--- src/rtl/game_pkg.sv ---
// ---------------------------------------------------------------------------
// game_pkg : unit type codes, default costs and scheduler FSM encodings
// Revision : 1.0
// ---------------------------------------------------------------------------
`default_nettype none

package game_pkg;

  localparam logic [1:0] UT_DEAD = 2'b00;
  localparam logic [1:0] UT_1    = 2'b01;
  localparam logic [1:0] UT_2    = 2'b10;
  localparam logic [1:0] UT_3    = 2'b11;

  localparam int COST1_DEF = 10;
  localparam int COST2_DEF = 20;
  localparam int COST3_DEF = 40;
  localparam int GOLD_MAX  = 255;

  typedef enum logic [4:0] {
    ST_IDLE     = 5'b00001,
    ST_CHECK    = 5'b00010,
    ST_ISSUE    = 5'b00100,
    ST_CONFIRM  = 5'b01000,
    ST_COOLDOWN = 5'b10000
  } state_t;

endpackage

`default_nettype wire

--- src/rtl/unit_deploy_scheduler_if.sv ---
// ---------------------------------------------------------------------------
// unit_deploy_scheduler_if : button requests, slot status and deploy strobes
// Revision : 1.0
// ---------------------------------------------------------------------------
`default_nettype none

interface unit_deploy_scheduler_if #(
  parameter int NUM_SLOTS = 4
);
  logic                   leftSCEN;
  logic                   rightSCEN;
  logic                   downSCEN;
  logic [2*NUM_SLOTS-1:0] slotTypes;
  logic [NUM_SLOTS-1:0]   purchase;
  logic                   deployL;
  logic                   deployR;
  logic                   deployD;
  logic                   moveSCEN;
  logic                   damageSCEN;
  logic [7:0]             gold;
  logic                   busy;
  logic                   reject;
  logic                   deployed;

  modport master (
    output leftSCEN, rightSCEN, downSCEN, slotTypes,
    input  purchase, deployL, deployR, deployD, moveSCEN, damageSCEN,
    input  gold, busy, reject, deployed
  );

  modport slave (
    input  leftSCEN, rightSCEN, downSCEN, slotTypes,
    output purchase, deployL, deployR, deployD, moveSCEN, damageSCEN,
    output gold, busy, reject, deployed
  );
endinterface

`default_nettype wire

--- src/rtl/game_tick_gen.sv ---
// ---------------------------------------------------------------------------
// game_tick_gen : shared move/damage tick strobes and gold income pulse
// Revision : 1.0
// ---------------------------------------------------------------------------
`default_nettype none

module game_tick_gen #(
  parameter int MOVE_DIV      = 64,
  parameter int DMG_OFFSET    = 32,
  parameter int INCOME_PERIOD = 1000
) (
  input  wire logic clk,
  input  wire logic reset,
  output logic      moveSCEN,
  output logic      damageSCEN,
  output logic      incomePulse
);

  localparam int MW = (MOVE_DIV > 1) ? $clog2(MOVE_DIV) : 1;
  localparam int IW = (INCOME_PERIOD > 1) ? $clog2(INCOME_PERIOD) : 1;

  logic [MW-1:0] move_cnt_q, move_cnt_d;
  logic [IW-1:0] inc_cnt_q, inc_cnt_d;
  logic          move_q, move_d, dmg_q, dmg_d;

  // Strobes are registered against the next count so they line up with it.
  always_comb begin
    move_cnt_d = (move_cnt_q == MW'(MOVE_DIV - 1)) ? '0 : move_cnt_q + 1'b1;
    inc_cnt_d  = (inc_cnt_q == IW'(INCOME_PERIOD - 1)) ? '0 : inc_cnt_q + 1'b1;
    move_d     = (move_cnt_d == MW'(MOVE_DIV - 1));
    dmg_d      = (move_cnt_d == MW'(DMG_OFFSET));
  end

  always_ff @(posedge clk) begin
    if (!reset) begin
      move_cnt_q <= '0;
      inc_cnt_q  <= '0;
      move_q     <= 1'b0;
      dmg_q      <= 1'b0;
    end else begin
      move_cnt_q <= move_cnt_d;
      inc_cnt_q  <= inc_cnt_d;
      move_q     <= move_d;
      dmg_q      <= dmg_d;
    end
  end

  assign moveSCEN    = move_q;
  assign damageSCEN  = dmg_q;
  assign incomePulse = (inc_cnt_q == IW'(INCOME_PERIOD - 1));

endmodule

`default_nettype wire

--- src/rtl/unit_deploy_scheduler.sv ---
// ---------------------------------------------------------------------------
// unit_deploy_scheduler : gold bookkeeping, slot allocation and deploy FSM
// Revision : 1.0
// ---------------------------------------------------------------------------
`default_nettype none

module unit_deploy_scheduler
  import game_pkg::*;
#(
  parameter int NUM_SLOTS     = 4,
  parameter int COST1         = COST1_DEF,
  parameter int COST2         = COST2_DEF,
  parameter int COST3         = COST3_DEF,
  parameter int GOLD_INIT     = 50,
  parameter int INCOME_PERIOD = 1000,
  parameter int MOVE_DIV      = 64,
  parameter int DMG_OFFSET    = 32,
  parameter int CONFIRM_MAX   = 4,
  parameter int COOLDOWN      = 16
) (
  input wire logic clk,
  input wire logic reset,
  unit_deploy_scheduler_if.slave bus
);

  localparam int SW = (NUM_SLOTS > 1) ? $clog2(NUM_SLOTS) : 1;
  localparam int WW = (CONFIRM_MAX > 1) ? $clog2(CONFIRM_MAX) : 1;
  localparam int CW = (COOLDOWN > 1) ? $clog2(COOLDOWN) : 1;

  state_t               state_q, state_d;
  logic [1:0]           type_q, type_d;
  logic [7:0]           cost_q, cost_d, gold_q, gold_d;
  logic [SW-1:0]        slot_q, slot_d, free_idx;
  logic [WW-1:0]        wait_q, wait_d;
  logic [CW-1:0]        cool_q, cool_d;
  logic [NUM_SLOTS-1:0] purchase_q, purchase_d;
  logic                 dep_l_q, dep_l_d, dep_r_q, dep_r_d, dep_d_q, dep_d_d;
  logic                 reject_q, reject_d, deployed_q, deployed_d;
  logic                 free_found, income;
  logic [1:0]           n_req;
  logic [7:0]           debit, refund;
  logic [10:0]          gold_sum;
  logic [1:0]           slot_type [NUM_SLOTS];

  game_tick_gen #(
    .MOVE_DIV      (MOVE_DIV),
    .DMG_OFFSET    (DMG_OFFSET),
    .INCOME_PERIOD (INCOME_PERIOD)
  ) u_tick (
    .clk         (clk),
    .reset       (reset),
    .moveSCEN    (bus.moveSCEN),
    .damageSCEN  (bus.damageSCEN),
    .incomePulse (income)
  );

  for (genvar g = 0; g < NUM_SLOTS; g++) begin : g_unpack
    assign slot_type[g] = bus.slotTypes[2*g +: 2];
  end

  // Descending scan so the lowest free index is the one left standing.
  always_comb begin
    free_found = 1'b0;
    free_idx   = '0;
    for (int i = NUM_SLOTS - 1; i >= 0; i--) begin
      if (slot_type[i] == UT_DEAD) begin
        free_found = 1'b1;
        free_idx   = SW'(i);
      end
    end
  end

  always_comb begin
    state_d    = state_q;
    type_d     = type_q;
    cost_d     = cost_q;
    slot_d     = slot_q;
    wait_d     = wait_q;
    cool_d     = cool_q;
    purchase_d = '0;
    dep_l_d    = 1'b0;
    dep_r_d    = 1'b0;
    dep_d_d    = 1'b0;
    reject_d   = 1'b0;
    deployed_d = 1'b0;
    debit      = 8'd0;
    refund     = 8'd0;
    n_req      = {1'b0, bus.leftSCEN} + {1'b0, bus.rightSCEN} + {1'b0, bus.downSCEN};
    case (state_q)
      ST_IDLE: begin
        if (n_req == 2'd1) begin
          state_d = ST_CHECK;
          if (bus.leftSCEN) begin
            type_d = UT_1;
            cost_d = 8'(COST1);
          end else if (bus.rightSCEN) begin
            type_d = UT_2;
            cost_d = 8'(COST2);
          end else begin
            type_d = UT_3;
            cost_d = 8'(COST3);
          end
        end else if (n_req != 2'd0) begin
          reject_d = 1'b1;
        end
      end
      ST_CHECK: begin
        if (gold_q >= cost_q && free_found) begin
          state_d    = ST_ISSUE;
          slot_d     = free_idx;
          purchase_d = NUM_SLOTS'(1) << free_idx;
          dep_l_d    = (type_q == UT_1);
          dep_r_d    = (type_q == UT_2);
          dep_d_d    = (type_q == UT_3);
        end else begin
          state_d  = ST_COOLDOWN;
          reject_d = 1'b1;
          cool_d   = '0;
        end
      end
      ST_ISSUE: begin
        debit   = cost_q;
        state_d = ST_CONFIRM;
        wait_d  = '0;
      end
      ST_CONFIRM: begin
        if (slot_type[slot_q] != UT_DEAD) begin
          deployed_d = 1'b1;
          state_d    = ST_COOLDOWN;
          cool_d     = '0;
        end else if (wait_q == WW'(CONFIRM_MAX - 1)) begin
          refund   = cost_q;
          reject_d = 1'b1;
          state_d  = ST_COOLDOWN;
          cool_d   = '0;
        end else begin
          wait_d = wait_q + 1'b1;
        end
      end
      ST_COOLDOWN: begin
        if (cool_q == CW'(COOLDOWN - 1)) state_d = ST_IDLE;
        else                             cool_d  = cool_q + 1'b1;
      end
      default: state_d = ST_IDLE;
    endcase

    // Debit, refund and income can land together; clamp once afterwards.
    gold_sum = {3'b0, gold_q} + {3'b0, refund} + {10'b0, income};
    if (gold_sum < {3'b0, debit})             gold_d = 8'd0;
    else if (gold_sum - {3'b0, debit} > 11'(GOLD_MAX)) gold_d = 8'(GOLD_MAX);
    else                                      gold_d = 8'(gold_sum - {3'b0, debit});
  end

  always_ff @(posedge clk) begin
    if (!reset) begin
      state_q    <= ST_IDLE;
      type_q     <= UT_DEAD;
      cost_q     <= 8'd0;
      gold_q     <= 8'(GOLD_INIT);
      slot_q     <= '0;
      wait_q     <= '0;
      cool_q     <= '0;
      purchase_q <= '0;
      dep_l_q    <= 1'b0;
      dep_r_q    <= 1'b0;
      dep_d_q    <= 1'b0;
      reject_q   <= 1'b0;
      deployed_q <= 1'b0;
    end else begin
      state_q    <= state_d;
      type_q     <= type_d;
      cost_q     <= cost_d;
      gold_q     <= gold_d;
      slot_q     <= slot_d;
      wait_q     <= wait_d;
      cool_q     <= cool_d;
      purchase_q <= purchase_d;
      dep_l_q    <= dep_l_d;
      dep_r_q    <= dep_r_d;
      dep_d_q    <= dep_d_d;
      reject_q   <= reject_d;
      deployed_q <= deployed_d;
    end
  end

  assign bus.purchase = purchase_q;
  assign bus.deployL  = dep_l_q;
  assign bus.deployR  = dep_r_q;
  assign bus.deployD  = dep_d_q;
  assign bus.gold     = gold_q;
  assign bus.busy     = (state_q != ST_IDLE);
  assign bus.reject   = reject_q;
  assign bus.deployed = deployed_q;

endmodule

`default_nettype wire

--- src/flat_wrapper.sv ---
// flat-port wrapper written by rule: the top's interface ports become plain ports
module unit_deploy_scheduler_flat import game_pkg::*;
#(
  parameter int NUM_SLOTS     = 4,
  parameter int COST1         = COST1_DEF,
  parameter int COST2         = COST2_DEF,
  parameter int COST3         = COST3_DEF,
  parameter int GOLD_INIT     = 50,
  parameter int INCOME_PERIOD = 1000,
  parameter int MOVE_DIV      = 64,
  parameter int DMG_OFFSET    = 32,
  parameter int CONFIRM_MAX   = 4,
  parameter int COOLDOWN      = 16
)
  (clk, reset, bus_leftSCEN, bus_rightSCEN, bus_downSCEN, bus_slotTypes, bus_purchase, bus_deployL, bus_deployR, bus_deployD, bus_moveSCEN, bus_damageSCEN, bus_gold, bus_busy, bus_reject, bus_deployed);
  unit_deploy_scheduler_if #(.NUM_SLOTS(NUM_SLOTS)) bus_i ();
  input wire logic clk;
  input wire logic reset;
  input wire logic [$bits(bus_i.leftSCEN)-1:0] bus_leftSCEN;
  input wire logic [$bits(bus_i.rightSCEN)-1:0] bus_rightSCEN;
  input wire logic [$bits(bus_i.downSCEN)-1:0] bus_downSCEN;
  input wire logic [$bits(bus_i.slotTypes)-1:0] bus_slotTypes;
  output wire logic [$bits(bus_i.purchase)-1:0] bus_purchase;
  output wire logic [$bits(bus_i.deployL)-1:0] bus_deployL;
  output wire logic [$bits(bus_i.deployR)-1:0] bus_deployR;
  output wire logic [$bits(bus_i.deployD)-1:0] bus_deployD;
  output wire logic [$bits(bus_i.moveSCEN)-1:0] bus_moveSCEN;
  output wire logic [$bits(bus_i.damageSCEN)-1:0] bus_damageSCEN;
  output wire logic [$bits(bus_i.gold)-1:0] bus_gold;
  output wire logic [$bits(bus_i.busy)-1:0] bus_busy;
  output wire logic [$bits(bus_i.reject)-1:0] bus_reject;
  output wire logic [$bits(bus_i.deployed)-1:0] bus_deployed;
  assign bus_i.leftSCEN = bus_leftSCEN;
  assign bus_i.rightSCEN = bus_rightSCEN;
  assign bus_i.downSCEN = bus_downSCEN;
  assign bus_i.slotTypes = bus_slotTypes;
  assign bus_purchase = bus_i.purchase;
  assign bus_deployL = bus_i.deployL;
  assign bus_deployR = bus_i.deployR;
  assign bus_deployD = bus_i.deployD;
  assign bus_moveSCEN = bus_i.moveSCEN;
  assign bus_damageSCEN = bus_i.damageSCEN;
  assign bus_gold = bus_i.gold;
  assign bus_busy = bus_i.busy;
  assign bus_reject = bus_i.reject;
  assign bus_deployed = bus_i.deployed;
  unit_deploy_scheduler #(.NUM_SLOTS(NUM_SLOTS), .COST1(COST1), .COST2(COST2), .COST3(COST3), .GOLD_INIT(GOLD_INIT), .INCOME_PERIOD(INCOME_PERIOD), .MOVE_DIV(MOVE_DIV), .DMG_OFFSET(DMG_OFFSET), .CONFIRM_MAX(CONFIRM_MAX), .COOLDOWN(COOLDOWN)) u_core (.clk(clk), .reset(reset), .bus(bus_i));
endmodule
--- config.mk ---
export PLATFORM = sky130hd
export DESIGN_NAME = unit_deploy_scheduler_flat
export DESIGN_NICKNAME = d
export VERILOG_FILES = /design/src/rtl/game_pkg.sv /design/src/rtl/unit_deploy_scheduler_if.sv /design/src/rtl/game_tick_gen.sv /design/src/rtl/unit_deploy_scheduler.sv /design/src/flat_wrapper.sv
export SDC_FILE = /design/constraint.sdc
export NUM_CORES = 1
export LEC_CHECK = 0
export CAP_MARGIN = 20
export CORE_MARGIN = 2
export CORE_UTILIZATION = 55
export DETAILED_ROUTE_END_ITERATION = 16
export DONT_BUFFER_PORTS = 1
export GPL_ROUTABILITY_DRIVEN = 0
export HOLD_SLACK_MARGIN = 0.1
export PLACE_DENSITY = 0.71
export SETUP_SLACK_MARGIN = 0.2
export SLEW_MARGIN = 0
export SYNTH_ARGS = -nofsm -noshare
export SYNTH_HDL_FRONTEND = slang
export SYNTH_SLANG_ARGS = --single-unit
--- constraint.sdc ---
create_clock -name clk -period 5.9 [get_ports clk]
set_input_delay 1.475 -clock clk [delete_from_list [all_inputs] [get_ports clk]]
set_output_delay 1.475 -clock clk [all_outputs]
set_load 0.01 [all_outputs]
==> summary.txt <==
Status
  • Status: finished clean

Timing
  • Final setup viols: 0
  • Max frequency: 0.187 GHz
  • Clock Skews: 4.43 ps
  • Tightest Pin Transition: 898 ps
  • Slew margin rel.: 39.8%
  • Hold Vio Cnt, Final: 0
  • Final min period: 5350 ps
  • Period utilization: 90.7%
  • Sum Neg Setup Slack: 0 ps
  • Max Slew Vio Count: 0
  • RSZ-0062 raised after global routing: false

Place
  • I/O Buffers: 0
  • Dpl hpwl: 4700 µm
  • Post-DP Area: 3090 µm²

Cells and area
  • Final Cell Area: 3220 µm²
  • Share of cells above drive strength 1: 6.41%
  • Commonest non-fill, non-tap cells in the layout: dfxtp_1, nor2_1, nand2_1
  • Layout fillers: 479
  • Most common cell after layout, fill and taps aside: dfxtp_1
  • Area grow syn2layout: 6.50%
  • Diode count: 0
  • Final net count: 394

Job
  • Maxcap violations: 0

Synth
  • Post-synthesis compound-gate area fraction: 15.3%
  • Asr flop ratio synth: 0%
  • Post-Syn Area: 3020 µm²
  • Netlist cell types: 55
  • Multiplexer share of the synthesized area: 2.85%
  • Primary FF master, synth: dfxtp_1
  • Area share of fa/ha/maj cells after synthesis: 10.0%
  • Syn Nets: 394
  • Xor/xnor cell area share of the yosys netlist: 7.24%
  • Synth Area in Simple Gates: 25.9%
  • Register area share after synthesis: 35.1%
  • Register bit count reported by yosys: 53
  • Ys Warns: 0
  • Largest family of logic cells by synthesized area: simple AND/OR/NAND/NOR gates
  • Number of synthesized flops with an enable pin: 0
  • Syn Area/Cell: 8.45 µm²
  • Synth Instances: 358

Detailed routing
  • Initial DRC Count: 135
  • Drt via density: 5.76
  • Via count: 2470
  • 1st-pass router iterations: 4
  • DRC viols: 0
  • ANT nets after route: 0
  • WL per Instance: 14.4 µm
  • Post-Route WL: 6190 µm

GRT
  • First-pass GRT wire length: 10500 µm
  • Pin count of the biggest net entering global routing: 21
  • Vias in the first global route: 2329
  • Total grt overflow: 0
  • Tot GR Track Use: 21.3%
  • Initial antenna violation count: 0

Clock tree
  • Postcts setup bufs: 0
  • Clock sink count: 53
  • CTS buffer count: 5
  • CTS root buf: clkbuf_8
  • CTS tree: yes
  • H-tree Lvls: 2
  • PostCTS Resize Cnt: 0
  • Post-CTS Hold Fix Bufs: 0
  • Clock tree buffer depth: 2
  • Worst-path clk slew: 90 ps
  • Clock latency on the worst-skew pair: 310 ps

Critical path
  • Critical R2R Launch: u_core.slot_q[1]
  • Critical Path Sink Type: register
  • Critical Path Start Type: input port
  • CP Max Fanout: 7
  • Crit path kind: in2reg
  • Worst R2R Path Depth: 21
  • WP data required: 6130 ps
  • Critical Path AT: 5580 ps
  • Crit. Startpoint: bus_slotTypes[7]

Min path
  • Hold path cells: 2
  • Hold crit path type: reg2reg
  • Hold_sp: u_core.wait_q[1]

Floorplan
  • Chip Width: 78.2 µm
  • Core Box Area: 5200 µm²
  • Die Span Y: 78.2 µm
  • Die ar.: 6110 µm²
  • Num rows: 26
  • Initial core utilization: 58.1%
  • Boundary Pins: 33

Pwr
  • Pleak: 1.27 nW
  • Max rail drop VDD: 0.203 mV
  • Power Density: 319 nW/µm²
-- through the flow --
stage                     cells  total power, mW  utilization [%]  hold WS [ps]  setup WS (ps)
final                       429             1.03             61.9           470            551
after global routing        429             1.10             61.9           497            217
after CTS                   429             1.03             61.5           469            418
after detailed placement    421            0.772             59.3           456            117
after global placement      421            0.767             59.3           442            214
after floorplan             358            0.702                -           417            406
-- state kept, by name (all words and copies together) (netlist names), 2 cells and up --
name	count
u_core.bus.gold	8
u_core.bus.purchase	4
u_core.cool_q	4
u_core.cost_q	3
u_core.slot_q	2
u_core.state_q	5
u_core.type_q	2
u_core.u_tick.inc_cnt_q	10
u_core.u_tick.move_cnt_q	6
u_core.wait_q	2
-- cell families after synthesis --
kind of cell    after synthesis
simple gates                155
buf+inv                      28
fa+ha+maj                    23
xor+xnor                     25
flops                        53
mux                           6
compound gates               68
-- synthesized netlist by cell type, types with 2 or more instances --
library cell  instances  area, µm²
a211oi_1              5       37.5
a21oi_1              21        105
a31o_1                3       26.3
a31o_2                2       17.5
a31oi_1               8       50.1
and2_1                2       12.5
and3_1               13       81.3
and3b_1               3       26.3
clkbuf_1              7       26.3
dfxtp_1              53       1060
fa_1                  2       40.0
ha_1                 21        263
inv_1                20       75.1
mux2i_1               3       30.0
mux4_2                2       45.0
nand2_1              25       93.8
nand2b_1              6       37.5
nand3_1              18       90.1
nand3b_1              5       37.5
nor2_1               48        180
nor2b_1               4       25.0
nor3_1               13       65.1
nor4_1                6       37.5
o21a_1                5       37.5
o21ai_0               6       30.0
o21ai_1               2       10.0
or2_1                 3       18.8
or2_2                 2       12.5
xnor2_1              14        123
xor2_1               11       96.3
-- worst max-delay path, stage by stage --
cell and delay, ps:
or2_0 230, mux4_2 530, nor4_4 240, nand2_1 120
nor2_1 100, ha_1 310, a31o_1 270, or2_2 270
a22oi_1 210, a311oi_2 110, nand2_1 150, nor2_1 70
xnor2_1 140, ha_1 300, inv_1 70, o21bai_2 170
nor2_1 70, xor2_1 140, nor4_1 180, a21oi_1 90
xnor2_1 130, a21oi_1 190
-- routing by layer --
layer | routed length (µm) | GRT usage [%] | share of wire [%] | vias to the layer above
li1 | - | - | - | 1265
met1 | 2930 | 26.8 | 47 | 1151
met2 | 2900 | 36.4 | 47 | 46
met3 | 273 | 4.60 | 4.4 | 8
met4 | 82 | 6.67 | 1.3 | 0
met5 | 0 | 0 | 0 | -
-- power breakdown --
part | internal (mW) | switching (mW)
clock network | 0.138 | 0.117
registers | 0.389 | 0.0592
logic | 0.143 | 0.181
-- path summary, 6_finish.rpt --
| path | to | slack, ps |
|---|---|---|
| worst max-delay path | u_core.bus.gold[7] | 550 |
| worst min-delay path | u_core.wait_q[1] | 470 |
| worst max register to register | u_core.bus.gold[7] | 1520 |
| worst min register to register | u_core.wait_q[1] | 470 |
-- final cells by class --
class	instances	area, µm²	area share (%)
multi-input combinational	277	1870	58.2
sequential	53	1060	32.9
tap	70	87.6	2.72
clock buffer	7	86.3	2.68
inverter	20	75.1	2.33
clock inverter	1	30.0	0.932
timing repair buffer	1	7.51	0.233
No activity file was read; power rests on OpenSTA's default activity.
